## src/rtl/xgmii_decoder.sv

```systemverilog
`default_nettype none
// ============================================================================
// Module   : xgmii_decoder
// Function : 64b/66b receive decoder. Reassembles 66-bit blocks from two
//            32-bit halves, decodes them into two 32-bit XGMII words with
//            per-lane control flags, enforces start/data/terminate ordering
//            and flags decoding violations.
// Revision : 1.0 - initial release
// ============================================================================
module xgmii_decoder #(
    parameter int DATA_WIDTH = 32,
    parameter int CTRL_WIDTH = 4,
    parameter int HDR_WIDTH  = 2
) (
    input  logic                  i_clk,
    input  logic                  i_reset,
    input  logic [DATA_WIDTH-1:0] i_rx_data,
    input  logic [HDR_WIDTH-1:0]  i_rx_sync_hdr,
    input  logic                  i_rx_hdr_valid,
    input  logic                  i_rx_valid,
    output logic [DATA_WIDTH-1:0] o_xgmii_rxd,
    output logic [CTRL_WIDTH-1:0] o_xgmii_rxc,
    output logic                  o_xgmii_valid,
    output logic                  o_decode_err
);

    localparam logic [7:0] C_IDLE  = 8'h07;
    localparam logic [7:0] C_START = 8'hFB;
    localparam logic [7:0] C_TERM  = 8'hFD;
    localparam logic [7:0] C_ERROR = 8'hFE;
    localparam logic [7:0] C_SEQ   = 8'h9C;

    typedef enum logic [0:0] {HALF0 = 1'b0, HALF1 = 1'b1} asm_state_t;
    typedef enum logic [0:0] {IDLE = 1'b0, IN_FRAME = 1'b1} frame_state_t;

    asm_state_t   r_asm_state;
    frame_state_t r_frame;
    frame_state_t w_frame_nxt;

    logic [31:0] r_lo;
    logic [1:0]  r_hdr;

    logic [31:0] r_rxd;
    logic [3:0]  r_rxc;
    logic        r_valid;
    logic        r_err;
    logic [31:0] r_pend_rxd;
    logic [3:0]  r_pend_rxc;
    logic        r_pend_valid;

    logic        w_blk_done;
    logic        w_misalign;
    logic [63:0] w_payload;
    logic [63:0] w_shift;
    logic [7:0]  w_type;
    logic        w_term_hit;
    logic [2:0]  w_term_k;
    logic [63:0] w_rxd;
    logic [7:0]  w_rxc;
    logic        w_err;
    logic        w_bad;

    // A block completes on a second-half beat; a beat arriving out of
    // header order is a misalignment.
    assign w_blk_done = i_rx_valid && (r_asm_state == HALF1) && !i_rx_hdr_valid;
    assign w_misalign = i_rx_valid &&
                        (((r_asm_state == HALF0) && !i_rx_hdr_valid) ||
                         ((r_asm_state == HALF1) &&  i_rx_hdr_valid));

    assign w_payload = {i_rx_data, r_lo};
    assign w_shift   = w_payload >> 8;
    assign w_type    = w_payload[7:0];

    // Half assembler: latch the first half and header, restart on a stray header beat.
    always_ff @(posedge i_clk) begin
        if (i_reset) begin
            r_asm_state <= HALF0;
            r_lo        <= 32'h0;
            r_hdr       <= 2'b00;
        end else if (i_rx_valid) begin
            if (i_rx_hdr_valid) begin
                r_lo        <= i_rx_data;
                r_hdr       <= i_rx_sync_hdr;
                r_asm_state <= HALF1;
            end else begin
                r_asm_state <= HALF0;
            end
        end
    end

    // Map terminate block types to the lane holding /T/.
    always_comb begin
        w_term_hit = 1'b1;
        w_term_k   = 3'd0;
        case (w_type)
            8'h87:   w_term_k = 3'd0;
            8'h99:   w_term_k = 3'd1;
            8'hAA:   w_term_k = 3'd2;
            8'hB4:   w_term_k = 3'd3;
            8'hCC:   w_term_k = 3'd4;
            8'hD2:   w_term_k = 3'd5;
            8'hE1:   w_term_k = 3'd6;
            8'hFF:   w_term_k = 3'd7;
            default: w_term_hit = 1'b0;
        endcase
    end

    // Block decode and frame sequencing; any violation collapses to an error block.
    always_comb begin
        w_rxd       = {8{C_ERROR}};
        w_rxc       = 8'hFF;
        w_err       = 1'b0;
        w_bad       = 1'b0;
        w_frame_nxt = r_frame;
        case (r_hdr)
            2'b01: begin
                w_rxd = w_payload;
                w_rxc = 8'h00;
                if (r_frame == IDLE) w_bad = 1'b1;
            end
            2'b10: begin
                if (w_type == 8'h1E) begin
                    // Eight 7-bit control codes; only idle and error are legal.
                    for (int i = 0; i < 8; i++) begin
                        if (w_payload[8+7*i +: 7] == 7'h00) begin
                            w_rxd[8*i +: 8] = C_IDLE;
                        end else begin
                            w_rxd[8*i +: 8] = C_ERROR;
                            if (w_payload[8+7*i +: 7] != 7'h1E) w_err = 1'b1;
                        end
                    end
                    w_rxc = 8'hFF;
                    if (r_frame == IN_FRAME) w_bad = 1'b1;
                end else if (w_type == 8'h78) begin
                    w_rxd = {w_payload[63:8], C_START};
                    w_rxc = 8'h01;
                    if (r_frame == IN_FRAME) w_bad = 1'b1;
                    else                     w_frame_nxt = IN_FRAME;
                end else if (w_type == 8'h33) begin
                    w_rxd = {w_payload[63:40], C_START, {4{C_IDLE}}};
                    w_rxc = 8'h1F;
                    if (r_frame == IN_FRAME) w_bad = 1'b1;
                    else                     w_frame_nxt = IN_FRAME;
                end else if (w_type == 8'h4B) begin
                    w_rxd = {{4{C_IDLE}}, w_payload[31:8], C_SEQ};
                    w_rxc = 8'hF1;
                    if (r_frame == IN_FRAME) w_bad = 1'b1;
                end else if (w_term_hit) begin
                    // Data ahead of /T/ shifts down one lane past the type byte.
                    for (int j = 0; j < 8; j++) begin
                        if (j < int'(w_term_k)) begin
                            w_rxd[8*j +: 8] = w_shift[8*j +: 8];
                            w_rxc[j]        = 1'b0;
                        end else if (j == int'(w_term_k)) begin
                            w_rxd[8*j +: 8] = C_TERM;
                            w_rxc[j]        = 1'b1;
                        end else begin
                            w_rxd[8*j +: 8] = C_IDLE;
                            w_rxc[j]        = 1'b1;
                        end
                    end
                    if (r_frame == IN_FRAME) w_frame_nxt = IDLE;
                    else                     w_bad = 1'b1;
                end else begin
                    w_bad = 1'b1;
                end
            end
            default: w_bad = 1'b1;
        endcase
        if (w_bad) begin
            w_rxd       = {8{C_ERROR}};
            w_rxc       = 8'hFF;
            w_err       = 1'b1;
            w_frame_nxt = IDLE;
        end
    end

    // Output stage: emit the low word of a decoded block, queue the high word
    // for the next cycle, and advance the frame state.
    always_ff @(posedge i_clk) begin
        if (i_reset) begin
            r_rxd        <= {4{C_IDLE}};
            r_rxc        <= 4'hF;
            r_valid      <= 1'b0;
            r_err        <= 1'b0;
            r_pend_rxd   <= 32'h0;
            r_pend_rxc   <= 4'h0;
            r_pend_valid <= 1'b0;
            r_frame      <= IDLE;
        end else begin
            r_err <= w_misalign || (w_blk_done && w_err);
            if (w_blk_done) begin
                r_rxd        <= w_rxd[31:0];
                r_rxc        <= w_rxc[3:0];
                r_valid      <= 1'b1;
                r_pend_rxd   <= w_rxd[63:32];
                r_pend_rxc   <= w_rxc[7:4];
                r_pend_valid <= 1'b1;
                r_frame      <= w_frame_nxt;
            end else if (r_pend_valid) begin
                r_rxd        <= r_pend_rxd;
                r_rxc        <= r_pend_rxc;
                r_valid      <= 1'b1;
                r_pend_valid <= 1'b0;
            end else begin
                r_valid      <= 1'b0;
            end
        end
    end

    assign o_xgmii_rxd   = r_rxd;
    assign o_xgmii_rxc   = r_rxc;
    assign o_xgmii_valid = r_valid;
    assign o_decode_err  = r_err;

endmodule
`default_nettype wire

```

## config.mk

```make
export PLATFORM = sky130hd
export DESIGN_NAME = xgmii_decoder
export DESIGN_NICKNAME = d
export VERILOG_FILES = /design/src/rtl/xgmii_decoder.sv
export SDC_FILE = /design/constraint.sdc
export NUM_CORES = 1
export LEC_CHECK = 0
export ABC_AREA = 1
export CAP_MARGIN = 40
export CORE_MARGIN = 1.5
export CORE_UTILIZATION = 26
export CTS_CLUSTER_SIZE = 10
export DETAILED_ROUTE_END_ITERATION = 12
export PLACE_DENSITY = 0.47
export SLEW_MARGIN = 0
export SYNTH_ARGS = -nofsm -noshare
export SYNTH_HDL_FRONTEND = slang
export SYNTH_SLANG_ARGS = --single-unit
```

## constraint.sdc

```tcl
create_clock -name i_clk -period 2.1 [get_ports i_clk]
set_clock_uncertainty 0.2 [all_clocks]
set_input_delay 0.21 -clock i_clk [delete_from_list [all_inputs] [get_ports i_clk]]
set_output_delay 0.21 -clock i_clk [all_outputs]
set_load 0.005 [all_outputs]
```

==> flow_summary.ini, run 1 <==
[flow_run]
maxCapViolCount = 0

[power_and_ir_drop]
p_per_area_mw_per_mm2 = 516
power_frac_clock_pct = 33.8
irDropWorstVdd_uv = 330
seqPwrFrac_pct = 42.0
power.net_switching_mw = 1.83
p_int_mw = 3.60
combinationalPowerShare_pct = 24.2
power_mw = 5.43
switching_share_pct = 33.7
total_leakage_power_nw = 4.40

[global_route]
grt_max_degree = 69
grt_first_pass_wirelength_um = 49600
grt_antenna_before_repair = 0
grt_pass1_vias = 8027
grtUsageTotal_pct = 24.5
overflow = 0

[synth]
ys_async_sr_fraction_pct = 0
synth-edff-count = 0
synth_ff_type = dfxtp_1
synth-seq-cells = 111
yosys.area.top_type_share_pct = 32.5
synth_top_cell_by_area = dfxtp_1
syn_inst = 1155
synth_warnings = 0
yosysSeqAreaShare_pct = 32.5
syn_area_mm2 = 0.00683
synthTopCellsByArea = dfxtp_1 (33%), nand2_1 (23%), o21ai_0 (11%)
syn-num-nets = 1195
syn_avg_cell_area_um2 = 5.91
ys_types = 34

[routing]
drt-total-wl_um = 33400
drc_errors = 0
wl_per_cell_um = 19.6
dr.pass1.iters = 5
drtIter0Drc = 827
via_count = 8730
via_per_inst = 5.12
ant_nets = 0

[timing]
min_period_ps = 2230
rsz0062_at_grt = yes
setup_tns_ps = -1980
tightest_slew_ps = 436
setup_viol = 42
max_freq_mhz = 448
slew_headroom_pct = 70.8
holdWs_ps = 266
timing_hold_violations_final = 0
final_max_slew_viol_count = 0
finalWorstSetupSlack_ps = -132
finalCritPeriodShare_pct = 106

[outcome]
run_status = finished with violations
failed_checks = setup timing

[worst_setup_path]
cp_data_required_time_ps = 2220
startpoint_type = flop
worstSetupStartpoint = r_lo[4]
reg2regPathDepth = 15
cp-endpoint = o_xgmii_rxd[5]
criticalPathCategory = flop to flop
worstPathArrival_ps = 2350
r2r_setup_slack_ps = -130
regToRegEndpoint = o_xgmii_rxd[5]
r2r-start = r_lo[4]
cp-end-kind = flop
path_max_fanout = 6

[floorplanning]
die_h_um = 165
die_area_mm2 = 0.0273
pin_count = 76
start_util_pct = 26.4
rows = 59
die_w_um = 165
core_mm2 = 0.0259

[cells_and_area]
n_antenna_cell = 0
fillerInstances = 2791
drive_gt1_share_pct = 27.6
ff_latch_area_mm2 = 0.00225
areaGrowthSynthToFinish_pct = 54.1
multiInputGateArea_mm2 = 0.00471
fin_nets = 1405
design_area_mm2 = 0.0105

[place]
place_congestion = 1.00
postPlaceCellArea_mm2 = 0.00907
dp_slack_ps = -271
dp_hpwl_um = 25100
io_buffer_count = 75

[clock_network]
clockBufferDepth = 2
cts_buffers = 9
clkTransAtPathRegs_ps = 90
cts_sinks = 111
root_buffer = clkbuf_16
clk_latency_ps = 370
cts.htree.levels = 3
cts_tree = built

[min_path]
hp-class = flop to flop
## worst max-delay path: stages (launching register included)
cell      delay, ps
dfxtp_4         420
inv_4            50
nand2_2         100
nor2_4           50
nand2_2         100
nand2_4          90
nor2_8          190
nand2_4          90
nand2_4          70
nand2_4          70
nand2_8         120
inv_8            60
buf_12          130
o211ai_1        200
nand2_1         130
nand2_1          90
## kinds of logic (layout without fill, tap and decap cells)
kind of cell | count (synthesis) | after routing | synth area share, %
AO/OA/AOI/OAI | 280 | 280 | 21.6
adder cells (fa/ha/maj) | 2 | 2 | 0.366
buffers and inverters | 144 | 358 | 8.44
flip-flops | 111 | 111 | 32.5
AND/OR/NAND/NOR | 618 | 619 | 37.1
## repair_timing
item | 4_1_cts | 5_1_grt
pin swaps | 16 | 41
buffers inserted | 8 | 18
resized for setup | 94 | 177
hold endpoints to repair | 0 | 0
cloned | 2 | 3
hold buffers | 0 | 0
setup endpoints to repair | 73 | 74
## cells in the mapped netlist (all sizes together), types with 4 or more instances
| library cell | instances |
|---|---|
| a21oi | 89 |
| a22oi | 5 |
| buf | 14 |
| clkbuf | 45 |
| dfxtp | 111 |
| inv | 82 |
| nand2 | 428 |
| nand3 | 85 |
| nor2 | 94 |
| nor3 | 6 |
| o211ai | 10 |
| o21ai | 162 |
| o22ai | 4 |
## how the worst min path moves through the flow
| stage | from | endpoint | slack (ps) | cells past startpoint |
|---|---|---|---|---|
| final | r_pend_rxd[30] | r_pend_rxd[30] | 270 | 2 |
| after floorplan | i_rx_valid | o_decode_err | 150 | 2 |
| after global placement | o_xgmii_rxd[25] | o_xgmii_rxd[25] | 250 | 2 |
| after detailed placement | o_xgmii_rxc[1] | o_xgmii_rxc[1] | 250 | 2 |
| after global routing | r_pend_rxd[20] | r_pend_rxd[20] | 290 | 2 |
| after CTS | i_rx_sync_hdr[0] | r_hdr[0] | 270 | 3 |
## layout by cell type (no fill, tap or decap), drive strengths merged, types with 4 or more instances in the layout
master / Yosys / final
a21oi: 89 / 89
nand2: 428 / 428
clkbuf: 45 / 11
clkdlybuf4s50: 0 / 75
buf: 14 / 180
o211ai: 10 / 10
o21ai: 162 / 162
clkinv: 3 / 4
dfxtp: 111 / 111
o22ai: 4 / 4
nor2: 94 / 95
a22oi: 5 / 5
nor3: 6 / 6
inv: 82 / 86
nand3: 85 / 85
## power by group through the flow
stage	combinational [mW]	sequential [mW]	clock [mW]
finish	1.31	2.28	1.84
global route	1.41	2.29	1.98
CTS	1.14	2.27	1.90
detailed placement	1.10	2.31	0
global placement	1.11	2.31	0
floorplan	0.492	2.30	0
## per-layer routing
layer  global-route usage, %  part of all wire (%)  vias up
met2                    35.7                    42      362
met4                    10.2                   4.2        0
met1                    36.1                    46     4080
li1                        -                     -     4215
met5                       0                     0        -
met3                    2.92                   7.2       73
## sequential cells by signal, indices dropped and copies added, names as in the netlist, 2 cells and up
register / flops
o_xgmii_rxc: 4
o_xgmii_rxd: 32
r_hdr: 2
r_lo: 32
r_pend_rxc: 4
r_pend_rxd: 32
## layout make-up
class,instances,area share [%]
clock inverter,7,0.785
inverter,85,3.34
tap,335,3.98
sequential,111,21.4
clock buffer,9,2.14
multi-input combinational,901,44.7
timing repair buffer,257,23.7
## stage by stage
stage                     std cells  utilization, %
after global routing           1705            40.6
after floorplan                1155               -
final                          1705            40.6
after CTS                      1685            37.5
after global placement         1659            35.0
after detailed placement       1659            35.0
No activity file was read; power rests on OpenSTA's default activity.
==> run 2, diff against run 1 <==
--- a/config.mk
+++ b/config.mk
@@ -5,10 +5,10 @@
 export SDC_FILE = /design/constraint.sdc
 export NUM_CORES = 1
 export LEC_CHECK = 0
-export ABC_AREA = 1
 export CAP_MARGIN = 40
 export CORE_MARGIN = 1.5
 export CORE_UTILIZATION = 26
+export CTS_CLUSTER_DIAMETER = 80
 export CTS_CLUSTER_SIZE = 10
 export DETAILED_ROUTE_END_ITERATION = 12
 export PLACE_DENSITY = 0.47
==> run 2 against run 1 <==
Net effect: clock power barely moved; largest power group unchanged; cell area shrank 0.43%; critical endpoint is now r_pend_rxd[6]; sequential cell count is the same; worst setup slack worse by 130 ps; critical path type unchanged; the run still ends with setup timing left; via count shrank 13%; highest routed layer unchanged; sequential share of layout area rose by 0.10 points; synthesized cell count is 32% lower; register-to-register slack worse by 130 ps.
==> flow_summary.ini, run 2 <==
[timing]
final_max_slew_viol_count = 0
holdWs_ps = 192
tightest_slew_ps = 460
min_period_ps = 2360
rsz0062_at_grt = yes
setup_viol = 74
slew_headroom_pct = 68.5
timing_hold_violations_final = 0
finalCritPeriodShare_pct = 112
setup_tns_ps = -14130
max_freq_mhz = 424
finalWorstSetupSlack_ps = -261

[cells_and_area]
layout_commonest_cell = buf_4
stdcell_count = 1385
layout.cells.most_common_list = buf_4 (200), nand2_1 (139), dfxtp_1 (102)
ff_latch_area_mm2 = 0.00225
drive_gt1_share_pct = 38.5
final_core_util_pct = 43.0
design_area_mm2 = 0.0105
fillerInstances = 2507
multiInputGateArea_mm2 = 0.00461
fin_nets = 1096
n_antenna_cell = 0
areaGrowthSynthToFinish_pct = 61.5

[floorplanning]
die_w_um = 161
rows = 57
core_mm2 = 0.0244
die_h_um = 161
pin_count = 76
start_util_pct = 26.6
die_area_mm2 = 0.0259

[global_route]
grt_antenna_before_repair = 0
grtUsageTotal_pct = 24.4
grt_pass1_vias = 7331
grt_first_pass_wirelength_um = 46900
grt_max_degree = 41
overflow = 0

[clock_network]
clockBufferDepth = 2
cts.htree.levels = 3
cts_buffers = 9
root_buffer = clkbuf_16
cts_sinks = 111
clk_latency_ps = 370
clkTransAtPathRegs_ps = 80
cts_tree = built

[routing]
drt-total-wl_um = 32100
dr.pass1.iters = 10
wl_per_cell_um = 23.2
via_per_inst = 5.49
ant_nets = 0
drc_errors = 0
via_count = 7598
drtIter0Drc = 766

[power_and_ir_drop]
power.net_switching_mw = 1.54
switching_share_pct = 30.8
seqPwrFrac_pct = 44.6
total_leakage_power_nw = 3.80
p_int_mw = 3.46
combinationalPowerShare_pct = 18.6
irDropWorstVdd_uv = 343
power_frac_clock_pct = 36.7
p_per_area_mw_per_mm2 = 477
power_mw = 5.00

[synth]
ys_async_sr_fraction_pct = 0
synth_top_cell_by_area = dfxtp_1
yosysMostFrequentCell = nand2_1
synth-seq-cells = 111
synth-edff-count = 0
syn-num-nets = 829
yosysSeqAreaShare_pct = 34.2
yosys.area.top_type_share_pct = 34.2
synth_ff_type = dfxtp_1
ys_types = 78
syn_avg_cell_area_um2 = 8.23
syn_area_mm2 = 0.00649
synthTopCellsByCount = nand2_1 (144), dfxtp_1 (111), a21oi_1 (58)
syn_inst = 789
synthTopCellsByArea = dfxtp_1 (34%), nand2_1 (8.3%), a21oi_1 (4.5%)
synth_warnings = 0

[worst_setup_path]
path_max_fanout = 7
crit_chain = buf_6 > and4bb_1 > buf_4 > o21a_4 > nor4_4 > buf_4 > a21o_1 > o211ai_1 > a311oi_1
startpoint_type = flop
cp_data_required_time_ps = 2180
criticalPathCategory = flop to flop
r2r_setup_slack_ps = -260
r2r-start = r_lo[6]
path_delay_family = compound AO/OA/AOI/OAI gates
cp-end-kind = flop
path_common_cell = buf_4
slowest_delay_ps = 390
reg2regPathDepth = 9
worstPathArrival_ps = 2440
cp_slowest_cell = dfxtp_4
regToRegEndpoint = r_pend_rxd[6]
cp.buffers_inverters = 3
crit_cells = 9

[place]
dp_cells = 1340
place_congestion = 0.988
io_buffer_count = 75
dp_hpwl_um = 24700
postPlaceCellArea_mm2 = 0.00915
dp_slack_ps = -573

[outcome]
failed_checks = setup timing
run_status = finished with violations

[min_path]
hp-class = input pin to flop
hold_depth = 3
holdPathEnd = r_hdr[1]
hp-start = i_rx_sync_hdr[1]

[flow_run]
maxCapViolCount = 0
run 2: cell count changes in the layout (fill, tap and decap cells not counted), moves of 21 or more:
cell | before | now
o21ai_1 | 33 | 7
nand2_2 | 42 | 4
buf_4 | 135 | 200
o21ai_0 | 113 | 13
nand2_1 | 367 | 139
nand3_1 | 67 | 3
inv_1 | 68 | 7
a21oi_1 | 75 | 54
a311oi_2 | 0 | 26
run 2: layout make-up:
cell class,instances,area share (%)
clock buffers,9,2.15
clock inverters,7,0.776
inverters,7,0.251
multi-input cells,608,44.0
flip-flops and latches,111,21.5
well taps,324,3.87
repair buffers,319,27.5
run 2: power groups by stage:
stage	sequential (mW)	clock, mW	combinational (mW)
floorplan	2.27	0	0.335
global placement	2.28	0	0.837
detailed placement	2.28	0	0.837
CTS	2.23	1.88	0.872
global route	2.24	1.96	0.984
finish	2.23	1.84	0.932
run 2: worst max-delay path by stage:
stage,endpoint,start,slack (ps)
floorplan,r_pend_rxd[12],r_lo[7],-200
global placement,o_decode_err,i_rx_data[0],-550
detailed placement,o_decode_err,i_rx_data[0],-570
CTS,o_xgmii_rxc[2],r_lo[7],-230
global route,r_pend_rxd[3],r_lo[6],-350
finish,r_pend_rxd[6],r_lo[6],-260
run 2: tightest hold or removal path, cell delays in order:
cell             delay, ps
clkdlybuf4s50_1        400
nand2_1                 50
a21oi_1                 50
run 2: cells by family (layout without fill, tap and decap cells):
family,after synthesis,in the layout,synth area share [%]
and+or+nand+nor,309,309,24.6
adders and majority gates,2,2,0.386
buffers and inverters,70,342,4.59
DFF,111,111,34.2
muxes,26,26,4.24
AOI/OAI and AO/OA,271,271,31.9
run 2: repair_timing:
item,CTS,global route
endpoints found under the setup margin,74,74
resized for setup,90,78
pin swaps,41,35
cloned,1,2
hold buffers,1,0
buffers inserted,23,10
hold endpoints to repair,7,0
run 2: routing by layer:
layer  GRT usage (%)  wire, um  vias up
met1            34.7     14700     3683
met2            37.5     14100      316
met3            3.72      2420       53
met4            8.46       932        0
li1                -         -     3546
met5               0         0        -
==> run 3, diff against run 2 <==
--- a/config.mk
+++ b/config.mk
@@ -12,6 +12,7 @@
 export CTS_CLUSTER_SIZE = 10
 export DETAILED_ROUTE_END_ITERATION = 12
 export PLACE_DENSITY = 0.47
+export SETUP_SLACK_MARGIN = 0.4
 export SLEW_MARGIN = 0
 export SYNTH_ARGS = -nofsm -noshare
 export SYNTH_HDL_FRONTEND = slang
==> run 3 against run 2 <==
Net effect: the flow still finishes with violations (setup timing); clock-buffer cell count unchanged; worst hold slack got worse by 110 ps; first-iteration DRC count is 4.3% higher; wire length down 2.1%; largest power group unchanged; utilization unchanged; cell area stayed put; sequential share of layout area is essentially flat; sequential cell count did not move; die area did not move; non-clock buffer count is 9 higher; clock power hardly changed; combinational power increased by 1%.
==> flow_summary.ini, run 3 (synthesis gave the netlist of run 2 again) <==
[outcome]
run_status = finished with violations
failed_checks = setup timing

[timing]
setup_viol = 74
slew_headroom_pct = 60.1
max_freq_mhz = 412
holdWs_ps = 77.1
finalWorstSetupSlack_ps = -329
rsz0062_at_grt = yes
setup_tns_ps = -15390
finalCritPeriodShare_pct = 116
tightest_slew_ps = 584
min_period_ps = 2430
final_max_slew_viol_count = 0
timing_hold_violations_final = 0

[min_path]
hp-start = i_reset
hp-class = input pin to flop

[cells_and_area]
layout.cells.most_common_list = buf_4 (210), nand2_1 (128), dfxtp_1 (98)
ff_latch_area_mm2 = 0.00226
fin_nets = 1105
drive_gt1_share_pct = 39.7
fillerInstances = 2491
multiInputGateArea_mm2 = 0.00456
final_core_util_pct = 43.0
stdcell_count = 1394
layout_commonest_cell = buf_4
areaGrowthSynthToFinish_pct = 61.5
n_antenna_cell = 0

[worst_setup_path]
r2r-start = r_lo[1]
r2r_setup_slack_ps = -330
criticalPathCategory = flop to flop
cp_data_required_time_ps = 2160
startpoint_type = flop
worstPathArrival_ps = 2490
cp-end-kind = flop
worstSetupStartpoint = r_lo[1]
path_max_fanout = 9

[clock_network]
cts_buffers = 9
clkTransAtPathRegs_ps = 80
clk_latency_ps = 370
cts.htree.levels = 3
cts_tree = built
root_buffer = clkbuf_16
clockBufferDepth = 2
cts_sinks = 111

[power_and_ir_drop]
total_leakage_power_nw = 3.86
p_per_area_mw_per_mm2 = 476
irDropWorstVdd_uv = 320
power_mw = 4.99

[floorplanning]
core_mm2 = 0.0244
die_area_mm2 = 0.0259
die_h_um = 161
rows = 57
pin_count = 76
die_w_um = 161
start_util_pct = 26.6

[place]
place_congestion = 1.01
dp_hpwl_um = 25000
dp_cells = 1344
io_buffer_count = 75

[routing]
via_count = 7577
ant_nets = 0
drt-total-wl_um = 31500
dr.pass1.iters = 8
via_per_inst = 5.44
drtIter0Drc = 799
drc_errors = 0
wl_per_cell_um = 22.6

[global_route]
grt_pass1_vias = 7395
overflow = 0
grt_antenna_before_repair = 0
grt_first_pass_wirelength_um = 47500
grt_max_degree = 36
grtUsageTotal_pct = 24.5

[flow_run]
maxCapViolCount = 0
[run 3: what timing repair did]
| action | 4_1_cts | 5_1_grt |
|---|---|---|
| pin swaps | 48 | 44 |
| hold buffers | 2 | 0 |
| endpoints found under the setup margin | 75 | 77 |
| gates resized for setup | 124 | 63 |
| gates cloned | 0 | 1 |
| setup buffers | 17 | 14 |
| endpoints found under the hold margin | 6 | 0 |
[run 3: routing by layer]
layer / part of all wire (%) / up-vias / global-route usage (%)
li1: - / 3570 / -
met3: 7.3 / 53 / 3.83
met4: 3.0 / 0 / 8.67
met2: 44 / 303 / 37.6
met1: 45 / 3651 / 34.7
met5: 0 / - / 0
[run 3: path summary, 6_finish.rpt]
kind                          end  depth (start not counted)
hold / removal      o_xgmii_valid                          3
hold reg to reg           r_lo[6]                          2
setup / recovery  o_xgmii_rxd[24]                         10
setup reg to reg  o_xgmii_rxd[24]                         10
[run 3: metrics by stage]
step           setup slack (ps)  area [um2]
6_report                   -329       10500
4_1_cts                    -283       10100
3_5_place_dp               -524        9160
5_1_grt                    -380       10500
3_3_place_gp               -510        9160
2_1_floorplan              -196        6550
[run 3: where the power goes]
| group | internal [mW] | switching (mW) | total, mW | leakage, nW |
|---|---|---|---|---|
| sequential | 2.17 | 0.0601 | 2.23 | 0.909 |
| combinational | 0.443 | 0.500 | 0.943 | 2.81 |
| clock | 0.849 | 0.970 | 1.82 | 0.144 |
| total | 3.46 | 1.53 | 4.99 | 3.86 |
[run 3: critical path: stages, from the launching register on]
cell and delay [ps]:
dfxtp_4 370, buf_12 130, and4bb_2 250, o21ai_2 230, nand3_4 150, buf_6 150, nor3_4 220, buf_4 150
buf_6 90, o31ai_4 70, a221o_1 310
[run 3: cell type report]
type,instances,area share [%]
clock buffer,9,2.15
clock inverter,7,0.740
inverter,7,0.251
multi-input combinational,608,43.5
sequential,111,21.5
tap,324,3.87
timing repair buffer,328,27.9
